## src/rtl/alu_ctrl_pkg.sv

```systemverilog
// ============================================================================
// Module : alu_ctrl_pkg
// Brief  : Shared ALU control codes, arbiter FSM encoding and latency limits.
// Rev    : 1.0 - initial release
// ============================================================================
`default_nettype none

package alu_ctrl_pkg;

  localparam logic [2:0] ALU_AND = 3'b000;
  localparam logic [2:0] ALU_OR  = 3'b001;
  localparam logic [2:0] ALU_ADD = 3'b010;
  localparam logic [2:0] ALU_SUB = 3'b110;
  localparam logic [2:0] ALU_SLT = 3'b111;

  localparam int ALU_LAT_MAX = 7;
  localparam int CNT_W       = 3;

  typedef enum logic [1:0] {
    ST_IDLE = 2'd0,
    ST_EXEC = 2'd1,
    ST_RESP = 2'd2
  } arb_state_e;

endpackage

`default_nettype wire

```

## src/rtl/alu_rr_pick.sv

```systemverilog
// ============================================================================
// Module : alu_rr_pick
// Brief  : Two-way winner selection; round-robin under ALU_ARB_RR_EN, else fixed.
// Rev    : 1.0 - initial release
// ============================================================================
`default_nettype none

module alu_rr_pick (
  input  logic valid0_i,
  input  logic valid1_i,
  input  logic last_i,
  output logic grant0_o,
  output logic grant1_o
);

`ifdef ALU_ARB_RR_EN
  // last_i is the requester granted most recently; the other one wins a tie.
  assign grant0_o = valid0_i & (~valid1_i | last_i);
  assign grant1_o = valid1_i & (~valid0_i | ~last_i);
`else
  logic unused_last;
  assign unused_last = last_i;
  assign grant0_o    = valid0_i;
  assign grant1_o    = valid1_i & ~valid0_i;
`endif

endmodule

`default_nettype wire

```

## src/rtl/alu_arbiter.sv

```systemverilog
// ============================================================================
// Module : alu_arbiter
// Brief  : Shares one ALU between two requesters; ALU_ARB_RR_EN selects round-robin.
// Rev    : 1.0 - initial release
// ============================================================================
`default_nettype none

module alu_arbiter
  import alu_ctrl_pkg::*;
#(
  parameter int WIDTH   = 32,
  parameter int ALU_LAT = 1
) (
  input  logic             clock,
  input  logic             reset,
  input  logic             req0_valid,
  output logic             req0_ready,
  input  logic [2:0]       req0_op,
  input  logic [WIDTH-1:0] req0_a,
  input  logic [WIDTH-1:0] req0_b,
  input  logic             req1_valid,
  output logic             req1_ready,
  input  logic [2:0]       req1_op,
  input  logic [WIDTH-1:0] req1_a,
  input  logic [WIDTH-1:0] req1_b,
  output logic             rsp_valid,
  input  logic             rsp_ready,
  output logic             rsp_id,
  output logic [WIDTH-1:0] rsp_data,
  output logic [2:0]       alu_control,
  output logic [WIDTH-1:0] alu_dataA,
  output logic [WIDTH-1:0] alu_dataB,
  input  logic [WIDTH-1:0] alu_dataC
);

  localparam logic [CNT_W-1:0] c_lat = CNT_W'(ALU_LAT);

  arb_state_e       state_q, state_d;
  logic [CNT_W-1:0] cnt_q, cnt_d;
  logic [2:0]       ctrl_q, ctrl_d;
  logic [WIDTH-1:0] a_q, a_d;
  logic [WIDTH-1:0] b_q, b_d;
  logic [WIDTH-1:0] data_q, data_d;
  logic             id_q, id_d;
  logic             last_w;
  logic             gnt0_w, gnt1_w;
  logic             accept_w;

`ifdef ALU_ARB_RR_EN
  logic last_q;

  // Pointer starts at req1 so the first tie goes to req0.
  always_ff @(posedge clock or posedge reset) begin
    if (reset) begin
      last_q <= 1'b1;
    end else if (accept_w) begin
      last_q <= gnt1_w;
    end
  end

  assign last_w = last_q;
`else
  assign last_w = 1'b1;
`endif

  alu_rr_pick u_pick (
    .valid0_i (req0_valid),
    .valid1_i (req1_valid),
    .last_i   (last_w),
    .grant0_o (gnt0_w),
    .grant1_o (gnt1_w)
  );

  assign accept_w   = (state_q == ST_IDLE) & (gnt0_w | gnt1_w);
  assign req0_ready = (state_q == ST_IDLE) & gnt0_w;
  assign req1_ready = (state_q == ST_IDLE) & gnt1_w;

  always_comb begin
    state_d = state_q;
    cnt_d   = cnt_q;
    ctrl_d  = ctrl_q;
    a_d     = a_q;
    b_d     = b_q;
    data_d  = data_q;
    id_d    = id_q;
    case (state_q)
      ST_IDLE: begin
        if (accept_w) begin
          state_d = ST_EXEC;
          cnt_d   = c_lat;
          id_d    = gnt1_w;
          ctrl_d  = gnt1_w ? req1_op : req0_op;
          a_d     = gnt1_w ? req1_a  : req0_a;
          b_d     = gnt1_w ? req1_b  : req0_b;
        end
      end
      ST_EXEC: begin
        if (cnt_q == '0) begin
          data_d  = alu_dataC;
          state_d = ST_RESP;
        end else begin
          cnt_d = cnt_q - 1'b1;
        end
      end
      ST_RESP: begin
        if (rsp_ready) begin
          state_d = ST_IDLE;
        end
      end
      default: state_d = ST_IDLE;
    endcase
  end

  always_ff @(posedge clock or posedge reset) begin
    if (reset) begin
      state_q <= ST_IDLE;
      cnt_q   <= '0;
      ctrl_q  <= '0;
      a_q     <= '0;
      b_q     <= '0;
      data_q  <= '0;
      id_q    <= 1'b0;
    end else begin
      state_q <= state_d;
      cnt_q   <= cnt_d;
      ctrl_q  <= ctrl_d;
      a_q     <= a_d;
      b_q     <= b_d;
      data_q  <= data_d;
      id_q    <= id_d;
    end
  end

  assign rsp_valid   = (state_q == ST_RESP);
  assign rsp_id      = id_q;
  assign rsp_data    = data_q;
  assign alu_control = ctrl_q;
  assign alu_dataA   = a_q;
  assign alu_dataB   = b_q;

endmodule

`default_nettype wire
```

## config.mk

```make
export PLATFORM = sky130hd
export DESIGN_NAME = alu_arbiter
export DESIGN_NICKNAME = d
export VERILOG_FILES = /design/src/rtl/alu_ctrl_pkg.sv /design/src/rtl/alu_rr_pick.sv /design/src/rtl/alu_arbiter.sv
export SDC_FILE = /design/constraint.sdc
export NUM_CORES = 1
export LEC_CHECK = 0
export ABC_AREA = 1
export CAP_MARGIN = 40
export CORE_MARGIN = 3
export CORE_UTILIZATION = 43
export CTS_BUF_LIST = sky130_fd_sc_hd__clkbuf_16
export DETAILED_ROUTE_END_ITERATION = 8
export GPL_ROUTABILITY_DRIVEN = 0
export PLACE_DENSITY = 0.88
export SYNTH_ARGS = -nofsm -noshare
export SYNTH_HDL_FRONTEND = slang
export SYNTH_SLANG_ARGS = --single-unit
```

## constraint.sdc

```tcl
create_clock -name clock -period 9.1 [get_ports clock]
set_input_delay 2.73 -clock clock [delete_from_list [all_inputs] [get_ports clock]]
set_output_delay 2.73 -clock clock [all_outputs]
set_load 0.01 [all_outputs]
```

==> results of run 1 <==
[synth_stat cells]
cell      number
buf_1          2
o21ai_1        1
nand2_1      412
buf_2         23
nor2_1         4
nor2_4         1
ha_1           2
inv_2          3
nand3_1      102
clkbuf_1       9
nand4_1        1
inv_1         10
buf_6          3
dfrtp_1      105
xor2_1         1
nand2_2        1
buf_4          9
o31ai_1        1
[state kept, by name, summed over array words and instances (netlist names)]
name	cells
alu_control	3
state_q	2
alu_dataB	32
alu_dataA	32
rsp_data	32
cnt_q	3
rsp_id	1
[power by group]
| part | internal (W) | leakage, nW | switching, W |
|---|---|---|---|
| sequential | 0.000693 | 1.30 | 0.000125 |
| clock | 0.000188 | 0.135 | 0.000179 |
| combinational | 0.000595 | 2.66 | 0.000624 |
| total | 0.00148 | 4.10 | 0.000928 |
[cell type report]
| class | count | share of cell area [%] |
|---|---|---|
| Inverter | 13 | 0.634 |
| Clock inverter | 7 | 0.634 |
| Timing Repair Buffer | 281 | 34.8 |
| Sequential cell | 105 | 32.5 |
| Clock buffer | 9 | 2.78 |
| Tap cell | 143 | 2.21 |
| Multi-Input combinational cell | 526 | 26.5 |
[worst min-delay path by stage]
stage | start | endpoint | slack (ns) | cells after the start
final | rsp_data[25] | rsp_data[25] | 0.48 | 2
after global routing | rsp_data[26] | rsp_data[26] | 0.48 | 2
after CTS | rsp_data[25] | rsp_data[25] | 0.48 | 2
after detailed placement | rsp_data[2] | rsp_data[2] | 0.46 | 2
after global placement | rsp_data[18] | rsp_data[18] | 0.45 | 2
after floorplan | cnt_q[1] | cnt_q[1] | 0.47 | 2
[stage by stage]
step / power, W / utilization, % / setup slack, ns / area, sq um / hold slack, ns
after global routing: 0.00259 / 70.6 / 1.73 / 8090 / 0.482
after CTS: 0.00243 / 70.6 / 1.89 / 8090 / 0.477
after detailed placement: 0.00205 / 68.2 / 1.89 / 7820 / 0.459
after floorplan: 0.00141 / - / 2.93 / 5080 / 0.471
final: 0.00241 / 70.6 / 1.89 / 8090 / 0.476
after global placement: 0.00199 / 67.7 / 1.91 / 7770 / 0.452
[layout by cell type (no fill, tap or decap), drive strengths merged]
cell	Yosys	routed
clkinv	0	2
o31ai	1	1
o21ai	1	1
clkdlybuf4s50	0	272
buf	37	9
nand4	1	1
nand3	102	102
inv	13	17
ha	2	2
clkinvlp	0	1
nand2	413	413
clkbuf	9	9
nor2	5	5
dfrtp	105	105
xor2	1	1
[cells by family (layout without fill, tap and decap cells)]
group | count (synthesis) | in the layout | synth area share (%)
buf+inv | 59 | 310 | 6.04
flops | 105 | 105 | 51.8
compound gates | 2 | 2 | 0.246
xor+xnor | 1 | 1 | 0.173
fa+ha+maj | 2 | 2 | 0.493
simple gates | 521 | 521 | 41.3
[critical path, cell delays in order]
cell and delay [ns]:
clkdlybuf4s50_1 0.41, inv_2 0.56, nand2_2 0.10, nor2_1 0.13, clkdlybuf4s50_1 0.54
[per-layer routing]
metal / vias to the layer above / wire [um] / global-route usage [%]
li1: 2623 / - / -
met1: 2452 / 6420 / 29.7
met2: 215 / 8230 / 42.9
met3: 20 / 1510 / 8.14
met4: 2 / 309 / 7.60
met5: - / 13 / 0
==> flow_metrics.env, run 1 <==
export IMPL_dp_hpwl_um=11600
export IMPL_cts_tree="built"
export IMPL_synthDominantCellAreaShare_pct=51.8
export IMPL_netlist_instances=690
export IMPL_clkSlewWorstSetupHoldPaths_ns=0.07
export IMPL_crit_end="req1_ready"
export IMPL_drv_cap=0
export IMPL_hold_path_class="flop to flop"
export IMPL_hold_buffers=0
export IMPL_clock_latency_ns=0.33
export IMPL_drive_gt1_share_pct=3.29
export IMPL_startpoint_type="input pin"
export IMPL_root_buffer="clkbuf_16"
export IMPL_die_w_um=115
export IMPL_clock_sink_count=105
export IMPL_post_cts_setup_buffer_count=0
export IMPL_synth_area_sq_mm=0.00508
export IMPL_grt_pass1_wl_um=26300
export IMPL_grt_total_usage_pct=25.0
export IMPL_numCtsBuffers=9
export IMPL_vias_per_cell=4.90
export IMPL_pin_count=274
export IMPL_synth_warnings=0
export IMPL_drtIter0Drc=332
export IMPL_antenna_found_initial=1
export IMPL_insertedDiodeCount=0
export IMPL_postCtsResizedCells=0
export IMPL_clock_fmax_ghz=0.139
export IMPL_cp_arrival_ns=4.48
export IMPL_reg2reg_from="state_q[0]"
export IMPL_ys_ff_latch=105
export IMPL_cp_data_required_time_ns=6.37
export IMPL_rrSetupSlack_ns=6.83
export IMPL_register_area_sq_mm=0.00263
export IMPL_synth_cell_types=18
export IMPL_ir_worst_vdd_mv=0.190
export IMPL_fp_coreArea_sq_mm=0.0115
export IMPL_cts_buffer_depth=2
export IMPL_synth_area_leaders="dfrtp_1 (52%), nand2_1 (30%), nand3_1 (10%)"
export IMPL_ys_seq_area_share_pct=51.8
export IMPL_status="finished, final reports clean"
export IMPL_io_buffers=273
export IMPL_multi_input_area_sq_mm=0.00214
export IMPL_finalSetupViolCount=0
export IMPL_fin_cells=1084
export IMPL_fin_crit_sh_pct=79.3
export IMPL_cellLeakagePower_nw=4.10
export IMPL_hold_viol_final=0
export IMPL_die_area_sq_mm=0.0131
export IMPL_synth_largest_area_cell="dfrtp_1"
export IMPL_cts_max_level=3
export IMPL_r2r_end="alu_dataA[11]"
export IMPL_grt_overflow=0
export IMPL_rows=39
export IMPL_cp_max_fo=44
export IMPL_area_delta_synth_final_pct=59.5
export IMPL_die_h_um=115
export IMPL_worst_pin_slew_ns=0.809
export IMPL_drc_errors=0
export IMPL_fin_skew_ns=0.00527
export IMPL_finalSetupTns_ns=0
export IMPL_r2r_cells=7
export IMPL_fin_nets=1109
export IMPL_grt_pass1_vias=5377
export IMPL_power_density_mw_per_mm2=297
export IMPL_drtAntennaViolNets=0
export IMPL_synth_fp_nets=863
export IMPL_placed_cells_incl_taps=1068
export IMPL_first_pass_iters=4
export IMPL_rsz0062_at_grt="no"
export IMPL_drt_wirelength_per_cell_um=15.2
export IMPL_fillers=928
export IMPL_period_minus_slack_ns=7.21
export IMPL_finalMaxSlewViolations=0
export IMPL_crit_path_end_kind="output port"
export IMPL_path_class="input pin to output port"
export IMPL_avgSynthCellArea_sq_um=7.36
export IMPL_grt_max_degree=75
export IMPL_wirelength_um=16500
export IMPL_vias=5312
export IMPL_start_util_pct=44.3
export IMPL_crit_path_start="req0_valid"
export IMPL_relSlewSlack_pct=45.9
Note: power is estimated with default switching activity, not from simulation.
==> run 2, diff against run 1 <==
CORE_UTILIZATION = 40   (was 43)
PLACE_DENSITY = 0.83   (was 0.88)
clock period = 7.3 ns   (was 9.1 ns; I/O delays follow)
==> run 2 against run 1 <==
  * Sequential share of layout area is 0.12 points lower
  * Sequential cell count stayed put
  * Global-route usage shrank 2.4 points
  * Die area up 7.1%
  * Highest routed layer is now met4
  * Largest power group unchanged
  * Critical path type unchanged
  * Utilization is 4.1 points lower
  * Cell count is 2.2% higher
  * Register-to-register slack got worse by 1.5 ns
  * Final area is 0.37% higher
  * Combinational power up 25%
  * Clock skew decreased by 0.00089 ns
  * Largest cell class unchanged
  * Hold slack worse by 0.0064 ns
==> flow_metrics.env, run 2 (synthesis gave the netlist of run 1 again) <==
export IMPL_cp_max_fo=31
export IMPL_drtIter0Drc=349
export IMPL_path_class="input pin to output port"
export IMPL_vias_per_cell=4.76
export IMPL_clock_fmax_ghz=0.168
export IMPL_holdPathStages=2
export IMPL_crit_chain="clkdlybuf4s50_1 > inv_2 > nand2_2 > nor2_1 > clkdlybuf4s50_1"
export IMPL_whs_endpoint="rsp_data[16]"
export IMPL_intPower_w=0.00187
export IMPL_period_minus_slack_ns=5.96
export IMPL_fin_crit_sh_pct=81.7
export IMPL_cts_buffer_depth=2
export IMPL_r2r_end="rsp_data[5]"
export IMPL_cpPeakStageDelay_ns=0.54
export IMPL_cts_tree="built"
export IMPL_status="finished, final reports clean"
export IMPL_first_pass_iters=5
export IMPL_critPathBufInv=3
export IMPL_clkSlewWorstSetupHoldPaths_ns=0.06
export IMPL_cts_max_level=3
export IMPL_fp_coreArea_sq_mm=0.0122
export IMPL_ir_worst_vdd_mv=0.166
export IMPL_drv_cap=0
export IMPL_finalMaxSlewViolations=0
export IMPL_hold_path_class="flop to flop"
export IMPL_power_frac_clock_pct=15.2
export IMPL_clock_latency_ns=0.33
export IMPL_placed_cells_incl_taps=1093
export IMPL_postCtsResizedCells=0
export IMPL_clock_sink_count=105
export IMPL_layout_common_cells="nand2_1 (411), clkdlybuf4s50_1 (272), dfrtp_1 (105), nand3_1 (102)"
export IMPL_die_area_sq_mm=0.0141
export IMPL_wirelength_um=16000
export IMPL_grt_max_degree=74
export IMPL_fillers=1076
export IMPL_start_util_pct=41.6
export IMPL_insertedDiodeCount=0
export IMPL_r2r_cells=6
export IMPL_area_delta_synth_final_pct=60.0
export IMPL_rows=40
export IMPL_hold_buffers=0
export IMPL_rsz0062_at_grt="no"
export IMPL_numCtsBuffers=9
export IMPL_fin_cells=1108
export IMPL_layout_commonest_cell="nand2_1"
export IMPL_cp_num_cells=5
export IMPL_root_buffer="clkbuf_16"
export IMPL_crit_family="buffers and inverters"
export IMPL_cellLeakagePower_nw=4.10
export IMPL_finalSetupTns_ns=0
export IMPL_vias=5271
export IMPL_pin_count=274
export IMPL_cp_data_required_time_ns=5.11
export IMPL_hold_viol_final=0
export IMPL_p_sw_w=0.00112
export IMPL_antenna_found_initial=0
export IMPL_grt_pass1_vias=5131
export IMPL_grt_overflow=0
export IMPL_finalSetupViolCount=0
export IMPL_die_w_um=119
export IMPL_power_density_mw_per_mm2=368
export IMPL_relSlewSlack_pct=48.3
export IMPL_p_sw_share_pct=37.6
export IMPL_multi_input_area_sq_mm=0.00214
export IMPL_post_cts_setup_buffer_count=0
export IMPL_p_seq_share_pct=34.0
export IMPL_die_h_um=119
export IMPL_worst_pin_slew_ns=0.774
export IMPL_drive_gt1_share_pct=2.87
export IMPL_drt_wirelength_per_cell_um=14.4
export IMPL_hp_start="rsp_data[16]"
export IMPL_fin_nets=1109
export IMPL_dp_hpwl_um=11200
export IMPL_drtAntennaViolNets=0
export IMPL_startpoint_type="input pin"
export IMPL_io_buffers=273
export IMPL_combPwrFrac_pct=50.7
export IMPL_reg2reg_from="state_q[0]"
export IMPL_slowest_stage="clkdlybuf4s50_1"
export IMPL_grt_pass1_wl_um=26000
export IMPL_crit_top_cell="clkdlybuf4s50_1"
export IMPL_crit_path_end_kind="output port"
export IMPL_cp_arrival_ns=3.77
export IMPL_register_area_sq_mm=0.00263
export IMPL_rrSetupSlack_ns=5.32
export IMPL_grt_total_usage_pct=22.6
export IMPL_fin_skew_ns=0.00438
export IMPL_drc_errors=0
## run 2: cell types whose count changed in the layout (fill, tap and decap cells not counted)
cell / before / now
inv_6: 4 / 0
clkinv_1: 1 / 4
buf_12: 1 / 0
buf_16: 0 / 1
buf_4: 5 / 6
buf_8: 2 / 1
bufinv_16: 0 / 1
clkinvlp_4: 1 / 0
## run 2: layout make-up
class                   instances  share of cell area, %
multi-input cells             526                   26.4
clock buffers                   9                   2.77
repair buffers                281                   34.7
clock inverters                 6                  0.616
flip-flops and latches        105                   32.3
well taps                     168                   2.59
inverters                      13                  0.631
## run 2: routing by layer
metal / part of all wire [%] / global-route usage (%) / wire length [um]
met1: 41 / 28.7 / 6610
met2: 49 / 37.2 / 7800
met5: 0 / 0 / 0
met4: 1.8 / 7.10 / 290
met3: 8.1 / 6.56 / 1300
## run 2: worst reg2reg max path: stages, from the launching register on
cell and delay, ns:
dfrtp_1 0.41, inv_2 0.06, nor2_4 0.59, nand2_1 0.40
buf_8 0.28, nand2_1 0.08, nand2_1 0.06
## run 2: worst max path at each step
stage                     slack (ns)       start          to
after floorplan                 2.21  req1_valid  req1_ready
after global placement          1.36  req0_valid  req1_ready
after detailed placement        1.33  req0_valid  req1_ready
after CTS                       1.32  req0_valid  req1_ready
after global routing            1.22  req0_valid  req1_ready
final                           1.34  req0_valid  req1_ready
## run 2: power groups by stage
| stage | registers [W] | logic (W) | clock network (W) |
|---|---|---|---|
| after floorplan | 0.00114 | 0.000613 | 0 |
| after global placement | 0.00101 | 0.00148 | 0 |
| after detailed placement | 0.00102 | 0.00153 | 0 |
| after CTS | 0.00102 | 0.00154 | 0.000467 |
| after global routing | 0.00106 | 0.00168 | 0.000493 |
| final | 0.00102 | 0.00152 | 0.000455 |
## run 2: through the flow
step                area [sq um]  power (W)  hold WS, ns  worst slack (ns)  utilization, %
finish                      8120    0.00299        0.470              1.34            66.5
floorplan                   5080    0.00175        0.471              2.21               -
global route                8120    0.00323        0.495              1.22            66.5
detailed placement          7850    0.00256        0.457              1.33            64.3
CTS                         8120    0.00302        0.473              1.32            66.5
global placement            7810    0.00249        0.452              1.36            63.9
